### src/rtl/adder_tree_pkg.sv
// Shared definitions for the CSA adder tree and its input packer.
// Stage-count and width helpers plus the packed frame type macro.
`define ADDER_TREE_FRAME_T(W, N) logic [0:(N)-1][(W)-1:0]

package adder_tree_pkg;

  localparam int DEF_DATA_W = 3;
  localparam int DEF_DATA_N = 8;

  function automatic int tree_lat(input int n);
    return $clog2(n) + 1;
  endfunction

  function automatic int cnt_w(input int n);
    return $clog2(n + 1);
  endfunction

  localparam int CNT_W = cnt_w(DEF_DATA_N);

endpackage

### src/rtl/adder_tree_tag_pipe.sv
// Single-bit delay line that tracks frames through the free-running tree.
// Depth equals the tree's register stage count.
module adder_tree_tag_pipe #(
  parameter int DEPTH = 4
) (
  input  logic clk,
  input  logic rst_n,
  input  logic d,
  output logic q
);

  logic [DEPTH-1:0] sr;

  generate
    if (DEPTH == 1) begin : g_one
      // single stage: plain flop
      always_ff @(posedge clk or negedge rst_n) begin
        if (!rst_n) sr <= 1'b0;
        else        sr <= d;
      end
    end else begin : g_many
      // shift the tag one stage per cycle
      always_ff @(posedge clk or negedge rst_n) begin
        if (!rst_n) sr <= '0;
        else        sr <= {sr[DEPTH-2:0], d};
      end
    end
  endgenerate

  assign q = sr[DEPTH-1];

endmodule

### src/rtl/adder_tree_in_packer.sv
// Serial-to-frame packer feeding the CSA adder tree, double buffered.
// A tag line marks the cycle the tree sum of a taken frame appears.
module adder_tree_in_packer
  import adder_tree_pkg::*;
#(
  parameter  int I_DATA_W = 3,
  parameter  int I_DATA_N = 8,
  parameter  int TREE_LAT = tree_lat(I_DATA_N),
  localparam int CNT_W    = cnt_w(I_DATA_N)
) (
  input  logic                               clk,
  input  logic                               rst_n,
  input  logic [I_DATA_W-1:0]                i_data,
  input  logic                               i_valid,
  input  logic                               i_last,
  output logic                               o_ready,
  output logic [0:I_DATA_N-1][I_DATA_W-1:0]  o_data,
  output logic [CNT_W-1:0]                   o_cnt,
  output logic                               o_valid,
  input  logic                               i_ready,
  output logic                               o_tree_valid
);

  typedef `ADDER_TREE_FRAME_T(I_DATA_W, I_DATA_N) frame_t;

  frame_t           fill_buf;
  frame_t           merged;
  logic [CNT_W-1:0] fill_cnt;
  logic [CNT_W-1:0] cnt_inc;
  logic             fill_full;
  logic             accept;
  logic             complete;
  logic             take;
  logic             last_word;

  assign o_ready   = !fill_full;
  assign accept    = i_valid && !fill_full;
  assign last_word = (fill_cnt == CNT_W'(I_DATA_N - 1));
  assign complete  = accept && (last_word || i_last);
  assign take      = o_valid && i_ready;
  assign cnt_inc   = fill_cnt + CNT_W'(1);

  // FILL with the current sample dropped in; words above it stay zero
  always_comb begin
    merged = '0;
    for (int i = 0; i < I_DATA_N; i++) begin
      if (CNT_W'(i) < fill_cnt)
        merged[i] = fill_buf[i];
      else if (CNT_W'(i) == fill_cnt)
        merged[i] = i_data;
    end
  end

  // FILL/OUT double buffer with frame completion and handoff
  always_ff @(posedge clk or negedge rst_n) begin
    if (!rst_n) begin
      fill_buf  <= '0;
      fill_cnt  <= '0;
      fill_full <= 1'b0;
      o_data    <= '0;
      o_cnt     <= '0;
      o_valid   <= 1'b0;
    end else if (fill_full) begin
      if (take) begin
        o_data    <= fill_buf;
        o_cnt     <= cnt_inc;
        o_valid   <= 1'b1;
        fill_buf  <= '0;
        fill_cnt  <= '0;
        fill_full <= 1'b0;
      end
    end else if (complete) begin
      if (!o_valid || take) begin
        o_data   <= merged;
        o_cnt    <= cnt_inc;
        o_valid  <= 1'b1;
        fill_buf <= '0;
        fill_cnt <= '0;
      end else begin
        fill_buf  <= merged;
        fill_full <= 1'b1;
      end
    end else begin
      if (accept) begin
        fill_buf <= merged;
        fill_cnt <= cnt_inc;
      end
      if (take)
        o_valid <= 1'b0;
    end
  end

  adder_tree_tag_pipe #(
    .DEPTH (TREE_LAT)
  ) u_tag (
    .clk   (clk),
    .rst_n (rst_n),
    .d     (take),
    .q     (o_tree_valid)
  );

  a_fill_cnt: assert property (
    @(posedge clk) disable iff (!rst_n)
    fill_cnt <= CNT_W'(I_DATA_N - 1));

  a_o_cnt: assert property (
    @(posedge clk) disable iff (!rst_n)
    o_cnt <= CNT_W'(I_DATA_N));

endmodule

### config.mk
export PLATFORM = sky130hd
export DESIGN_NAME = adder_tree_in_packer
export DESIGN_NICKNAME = d
export VERILOG_FILES = /design/src/rtl/adder_tree_pkg.sv /design/src/rtl/adder_tree_tag_pipe.sv /design/src/rtl/adder_tree_in_packer.sv
export SDC_FILE = /design/constraint.sdc
export NUM_CORES = 1
export LEC_CHECK = 0
export BUFFER_PORTS_ARGS = -buffer_cell sky130_fd_sc_hd__buf_2
export CORE_MARGIN = 2
export CORE_UTILIZATION = 30
export DETAILED_ROUTE_END_ITERATION = 8
export PLACE_DENSITY = 0.44
export SYNTH_ARGS = -nofsm -noshare
export SYNTH_HDL_FRONTEND = slang
export SYNTH_SLANG_ARGS = --single-unit
### constraint.sdc
create_clock -name clk -period 3.45 [get_ports clk]
set_input_delay 0.5175 -clock clk [delete_from_list [all_inputs] [get_ports clk]]
set_output_delay 0.5175 -clock clk [all_outputs]
set_load 0.02 [all_outputs]
Yosys cells after proc, flatten, opt, wreduce, memory -nomap -nowiden
Index checks and enable logic that the tools add are counted.
{"block": "totals", "ff_bits": 62, "in_bits": 8, "out_inout_bits": 31, "word_cells": 99}
{"block": "op_classes", "add_sub_neg": 1, "order_cmp": 8, "n_eq_ne": 10, "muxes": 43, "reduce_logical": 16}
{"cell": "$mux W24", "count": 9}
{"cell": "$mux W3", "count": 16}
{"cell": "$mux W4", "count": 9}
{"cell": "$eq A3 B4 Y1 const A", "count": 4}
{"cell": "$lt A3 B4 Y1 const A", "count": 4}
{"cell": "$mux W1", "count": 9}
{"cell": "$reduce_and A3 Y1", "count": 3}
{"cell": "$eq A2 B4 Y1 const A", "count": 2}
{"cell": "$lt A1 B4 Y1 const A", "count": 2}
{"cell": "$lt A2 B4 Y1 const A", "count": 2}
{"cell": "$reduce_bool A2 Y1", "count": 3}
{"cell": "$add A4 B1 Y4 const B", "count": 1}
{"cell": "$eq A1 B4 Y1 const A", "count": 1}
{"cell": "$eq A4 B3 Y1 const B", "count": 1}
{"cell": "$logic_not A4 Y1", "count": 1}
{"cell": "$logic_and A1 B1 Y1", "count": 3}
{"cell": "$ne A3 B2 Y1 const B", "count": 1}
{"cell": "$reduce_bool A3 Y1", "count": 1}
{"cell": "$logic_not A1 Y1", "count": 2}
{"cell": "$logic_or A1 B1 Y1", "count": 2}
{"cell": "$ne A2 B1 Y1 const B", "count": 1}
{"cell": "$reduce_and A2 Y1", "count": 1}

Longest topological paths before layout
Gate-level depths: netlist of run 1.
{"block": "depth", "depth_word": 6, "depth_mapped": 8, "depth_no_buf": 6}

Hierarchy
Synthesis of run 1 repeated with hierarchy kept, for this count alone.
{"block": "hier_totals", "cells_unflattened": 315, "hier_area_um2": 3096.7}
{"module": "adder_tree_in_packer", "instances": 1, "cells_each": 311, "area_each_um2": 2996.6, "seq_area_each_um2": 1451.4}
{"module": "adder_tree_tag_pipe", "instances": 1, "cells_each": 4, "area_each_um2": 100.1, "seq_area_each_um2": 100.1}

Least setup slack after synthesis of run 1
Ideal clock, no wire load.
{"block": "synth_timing", "kind": "reg2reg", "startpoint": "register fill_cnt[0]", "endpoint": "register o_data[22] in the netlist's numbering", "setup_time_ps": 125, "arrival_ps": 2301, "required_time_ps": 3325, "setup_slack_ps": 1024, "stages_incl_launch_ff": 9, "path_buffers": 2, "period_less_slack_ps": 2426, "path_cell_list": "dfrtp_1 -> clkbuf_1 -> inv_1 -> ha_1 -> or3b_2 -> clkbuf_1 -> nor2_1 -> mux2_2 -> mux2_2"}
{"block": "synth_via", "elab_chain_cells": 6, "elab_cells_between_ends": 12, "classes_between": "order compare: 1; eq/ne: 1; mux: 5; reduce/logical: 5"}
{"item": "start: declaration", "line_no": "adder_tree_in_packer.sv:28", "rtl": "logic [CNT_W-1:0] fill_cnt;"}
{"item": "start signal: assignment", "line_no": "adder_tree_in_packer.sv:86", "rtl": "fill_cnt <= cnt_inc;"}
{"item": "parallel branches: the longest is 6 deep, another holds $lt A1 B4 Y1"}
{"item": "end signal: assignment", "line_no": "adder_tree_in_packer.sv:65", "rtl": "o_data <= fill_buf;"}
{"item": "end signal: assignment", "line_no": "adder_tree_in_packer.sv:74", "rtl": "o_data <= merged;"}
{"item": "end: declaration", "line_no": "adder_tree_in_packer.sv:17", "rtl": "output logic [0:I_DATA_N-1][I_DATA_W-1:0] o_data,"}
Parallel ways; which one is timed is not known. The select of a mux whose other input is x is not followed.
A chain may end at the register's enable or synchronous reset.

Worst setup path after layout of run 1
{"block": "layout_timing", "startpoint": "register fill_cnt[0]", "endpoint": "register o_data[21] in the netlist's numbering"}
The elaborated chain is that of the path after synthesis.

==> results.ini, run 1 <==
[outcome]
outcome = complete, no violations

[timing]
finalCritPeriodShare_pct = 71.5
slew_headroom_pct = 46.5
hold_ws_ns = 0.160
final_max_slew_viol_count = 0
worstMarginPinSlew_ns = 0.794
rsz0062_at_grt = no
period_minus_slack_ns = 2.47
max_freq_mhz = 406
finalSetupViolations = 0
hold_viol_final = 0
finalClockSkew_ns = 0.0111
finalSetupTns_ns = 0

[run]
max_cap_viol_count = 0

[clocking]
htreeDepth = 3
clkTransAtPathRegs_ns = 0.08
cts_tree = built
root_buffer = clkbuf_8
cts_setup_buffers = 0
clk_latency_ns = 0.34
clock_sinks = 62
clk_path_buf_depth = 2
hold_buffers = 0
cts_inserted_buffers = 9
cts-resized-gates = 0

[synth]
yosysWarnings = 0
yosys.area.top_type = dfrtp_1
netlist-cell-type-count = 45
yosys.area_share.adder_pct = 1.59
synthXorXnorAreaFrac_pct = 0.278
ys.flop_type = dfrtp_1
netlist.area_leader.share_pct = 49.3
synth.area.top_cells = dfrtp_1 (49%), mux2_2 (6.8%), mux2_4 (4.3%)
syn_inst = 293
yosys-mux-area-fraction_pct = 13.1
synth-simple-area-share_pct = 12.2
avgSynthCellArea_um2 = 10.7
synth_edf_count = 0
async_flop_share_pct = 100
ys_seq_elements = 62
synth_top_family_by_area = compound AO/OA/AOI/OAI gates
yosysSeqAreaShare_pct = 49.3
syn_nets = 305
syn_area_mm2 = 0.00315
synth_compound_area_share_pct = 18.5

[cells_and_area]
antenna_cells = 0
multi_input_area_mm2 = 0.00144
final_nets = 340
syn_to_final_growth_pct = 16.8
fill_cells = 1069
ff_latch_area_mm2 = 0.00155
drive_gt1_share_pct = 30.0

[power]
p_int_uw = 1680
switchingPower_uw = 1030
total_power_uw = 2710
leakage_uw = 0.00174
p_per_area_mw_per_mm2 = 737
switching_share_pct = 37.9
comb_power_share_pct = 37.0
peakVddDrop_v = 0.000259
power_frac_seq_pct = 36.4
p_clk_share_pct = 26.6

[drt]
drc = 0
vias = 2350
wl_met3_um = 316
drt_pass1_iterations = 5
top_layer_used = met4
wire_per_inst_um = 16.6
wirelength_um = 7760
wl_met1_um = 3680
first_iter_violations = 123
routed-wl-met2_um = 3620
vias_per_cell = 5.01
drt.antenna.violating_nets = 0

[floorplan]
die_w_um = 106
dieArea_mm2 = 0.0113
core-area_mm2 = 0.0103
floorplan.die.height_um = 106
num_rows = 37
num_io_pins = 39
start_util_pct = 30.6

[worst_setup_path]
r2r_cells = 6
r2r-end = o_data[21]
timing.rr.start = fill_cnt[0]
arrival_ns = 2.69
start_kind = flip-flop
crit_type = flip-flop to flip-flop
cp-end-kind = flip-flop
r2r_setup_slack_ns = 0.98
critPathMaxFanout = 13
worstPathRequired_ns = 3.68

[placed_design]
gp_congestion = 0.747
dp_hpwl_um = 5300
port_buffers = 38

[global_routing]
grt_max_degree = 29
first_global_vias = 2375
grt_first_pass_wirelength_um = 12800
grt-ovfl-total = 0
track_usage_pct = 14.7
grt_antenna_before_repair = 0

[hold_path]
hp-class = primary input to async pin

==> cell usage in the layout (no fill, tap or decap), types with 7 or more instances in the layout <==
| cell | n |
|---|---|
| buf_4 | 8 |
| a32o_1 | 9 |
| mux2_4 | 9 |
| a22o_1 | 10 |
| mux2_2 | 19 |
| inv_1 | 13 |
| o21ai_0 | 26 |
| clkbuf_8 | 10 |
| nand2_1 | 30 |
| buf_2 | 38 |
| nor2_1 | 7 |
| dfrtp_1 | 62 |
| nand3_1 | 8 |
| o22ai_1 | 9 |
==> logic make-up (layout without fill, tap and decap cells) <==
logic type      after synthesis  after routing
xor+xnor                      1              1
buf+inv                      35             75
compound gates               84             84
fa+ha+maj                     4              4
flops                        62             62
mux                          34             34
simple gates                 73             73
==> power by group through the flow <==
stage	combinational [uW]	clock (uW)	sequential, uW
final	1000	721	987
after global placement	1010	0	1000
after global routing	1110	776	1010
after detailed placement	1020	0	1000
after CTS	1020	751	992
after floorplan	684	0	1050
==> layout make-up <==
type	count	share of cell area [%]
clock inverter	6	2.31
sequential	62	42.2
inverter	13	1.33
clock buffer	10	3.74
multi-input combinational	196	39.0
tap	136	4.62
timing repair buffer	46	6.80
==> critical path: stages (launching register included) <==
cell and delay (ns):
dfrtp_1 0.51, inv_1 0.16, ha_1 0.29, or3b_2 0.54, nor2_1 0.23, mux2_2 0.37
mux2_4 0.25
==> through the flow <==
stage,instances,utilization (%),instance area [um^2],setup slack (ns)
finish,469,35.8,3680,0.985
global route,469,35.8,3680,0.781
CTS,469,35.8,3680,0.949
detailed placement,453,33.6,3460,0.975
global placement,453,33.6,3460,1.02
floorplan,293,-,3150,1.02
==> sequential cells by signal, indices dropped and copies added, names as in the netlist <==
name,count
o_valid,1
fill_cnt,4
fill_buf,24
o_data,24
u_tag.sr,4
fill_full,1
o_cnt,4
==> cells in the mapped netlist, drive strengths merged (2+ instances only) <==
cell type / number
ha: 4
nand2b: 3
o22ai: 9
and3: 2
buf: 9
dfrtp: 62
mux2: 30
nor4: 2
a22oi: 5
a22o: 10
nor2: 7
a32o: 9
inv: 13
clkbuf: 13
nor3: 6
o21ai: 27
nand2: 30
a31oi: 3
nor2b: 6
a21oi: 5
or2: 3
a31o: 2
a21o: 3
o31ai: 6
and2: 2
nand3: 8
mux2i: 4
==> worst max path at each step <==
stage,to,start,cells after the start
after floorplan,o_data[22],fill_cnt[0],8
after global placement,o_data[22],fill_cnt[0],6
after detailed placement,o_data[21],fill_cnt[0],6
after CTS,o_data[21],fill_cnt[0],6
after global routing,o_data[21],fill_cnt[0],6
final,o_data[21],fill_cnt[0],6
==> layer usage <==
layer  global-route usage [%]  up-vias
li1                         -     1137
met2                     23.8       60
met3                     3.37       13
met5                        0        -
met1                     19.3     1140
met4                     5.47        0
No activity file was read; power rests on OpenSTA's default activity.
==> run 2: changes to the inputs <==
Clock period 3.45 ns to 2.34 ns, I/O delays scaled along.
==> run 2 against run 1 <==
Against the previous run:
- flip-flop and latch count stayed put
- first-iteration DRC count is 29% lower
- largest cell class unchanged
- clock skew is 0.0061 ns lower
- hold slack worse by 0.16 ns
==> results.ini, run 2 (synthesis gave the netlist of run 1 again) <==
[global_routing]
use_met2_pct = 23.6
grt_antenna_before_repair = 0
first_global_vias = 2528
grt-busiest-layer = met2
grt_first_pass_wirelength_um = 13300
grt_max_degree = 63
grt-ovfl-total = 0
track_usage_pct = 15.1
grtUsageMet1_pct = 20.2
use_met3_pct = 4.60

[floorplan]
start_util_pct = 30.6
core-area_mm2 = 0.0103
num_io_pins = 39
num_rows = 37
dieArea_mm2 = 0.0113
floorplan.die.height_um = 106
die_w_um = 106

[cells_and_area]
multi_input_area_mm2 = 0.00144
drive_gt1_share_pct = 32.2
ff_latch_area_mm2 = 0.00155
mostFrequentLayoutCell = dfrtp_1
final_area_mm2 = 0.00375
fill_cells = 1071
antenna_cells = 0
final_nets = 349
syn_to_final_growth_pct = 19.2
mostFrequentLayoutCells = dfrtp_1 (62), buf_2 (38), nand2_1 (30), o21ai_0 (26), mux2_2 (19)
reg_top3 = fill_buf (24), o_data (24)

[worst_setup_path]
r2r_setup_slack_ns = 0.26
critPathMaxFanout = 7
crit_type = flip-flop to flip-flop
arrival_ns = 2.30
r2r-end = o_data[22]
startpoint = fill_cnt[0]
timing.rr.start = fill_cnt[0]
cp-end-kind = flip-flop
start_kind = flip-flop
crit_end = o_data[22]
worstPathRequired_ns = 2.56
r2r_cells = 6

[placed_design]
dp_hpwl_um = 5380
port_buffers = 38
gp_congestion = 0.799
place_area_mm2 = 0.00355

[drt]
vias_per_cell = 5.07
drc = 0
wire_per_inst_um = 16.4
wirelength_um = 7830
drt_pass1_iterations = 5
first_iter_violations = 87
drt.antenna.violating_nets = 0
vias = 2424

[clocking]
hold_buffers = 0
clkTransAtPathRegs_ns = 0.07
cts_tree = built
cts_inserted_buffers = 9
clk_path_buf_depth = 2
cts_setup_buffers = 0
htreeDepth = 3
cts-resized-gates = 0
root_buffer = clkbuf_8
clock_sinks = 62
clk_latency_ns = 0.33

[power]
p_per_area_mw_per_mm2 = 1070
peakVddDrop_v = 0.000401
total_power_uw = 4020
leakage_uw = 0.00179

[outcome]
outcome = complete, no violations

[timing]
finalCritPeriodShare_pct = 88.9
worstMarginPinSlew_ns = 0.446
rsz0062_at_grt = no
max_freq_mhz = 481
finalSetupViolations = 0
final_max_slew_viol_count = 0
finalSetupTns_ns = 0
hold_viol_final = 0
slew_headroom_pct = 70.1
finalClockSkew_ns = 0.00497
period_minus_slack_ns = 2.08

[run]
max_cap_viol_count = 0

[hold_path]
hp-class = primary input to async pin

-- run 2: cell count changes in the layout (fill, tap and decap cells not counted), sizes merged --
| cell | before | now |
|---|---|---|
| clkinv | 2 | 3 |
| clkinvlp | 2 | 0 |
| clkbuf | 10 | 12 |
| bufinv | 2 | 1 |
| buf | 46 | 55 |
-- run 2: layout make-up --
class                   instances  share of cell area, %
flip-flops and latches         62                   41.3
multi-input cells             196                   38.4
repair buffers                 55                   9.13
well taps                     136                   4.53
clock buffers                  12                   4.13
inverters                      13                   1.30
clock inverters                 4                   1.20
-- run 2: critical path: stages, from the launching register on --
cell,delay [ns]
dfrtp_1,0.37
inv_1,0.10
ha_2,0.18
or3b_2,0.52
nor2_2,0.18
mux2_2,0.35
mux2_2,0.26
-- run 2: worst min-delay path by stage --
stage,to,depth (start not counted),slack (ns),start
2_1_floorplan,fill_buf[0],0,0.06,rst_n
3_3_place_gp,u_tag.sr[2],0,0.33,u_tag.sr[1]
3_5_place_dp,u_tag.sr[3],0,0.34,u_tag.sr[2]
4_1_cts,o_data[15],2,0.03,rst_n
5_1_grt,o_data[16],2,0.04,rst_n
6_report,o_data[16],2,0.0008,rst_n
-- run 2: layer usage --
metal | vias up | share of wire, %
li1 | 1152 | -
met1 | 1216 | 48
met2 | 43 | 46
met3 | 13 | 3.2
met4 | 0 | 2.0
met5 | - | 0
-- run 2: power breakdown --
| group | internal (uW) | total [uW] | leakage, uW | switching (uW) |
|---|---|---|---|---|
| clock | 545 | 967 | 0.000106 | 422 |
| combinational | 672 | 1640 | 0.000844 | 971 |
| sequential | 1270 | 1410 | 0.000842 | 134 |
| total | 2490 | 4020 | 0.00179 | 1530 |
-- run 2: through the flow --
stage	worst slack, ns	hold slack, ns	std cells	util, %
detailed placement	0.265	0.343	462	34.6
floorplan	0.0216	0.0554	293	-
finish	0.260	0.000814	478	36.5
global route	0.152	0.0412	478	36.5
global placement	0.301	0.334	462	34.6
CTS	0.256	0.0278	478	36.5
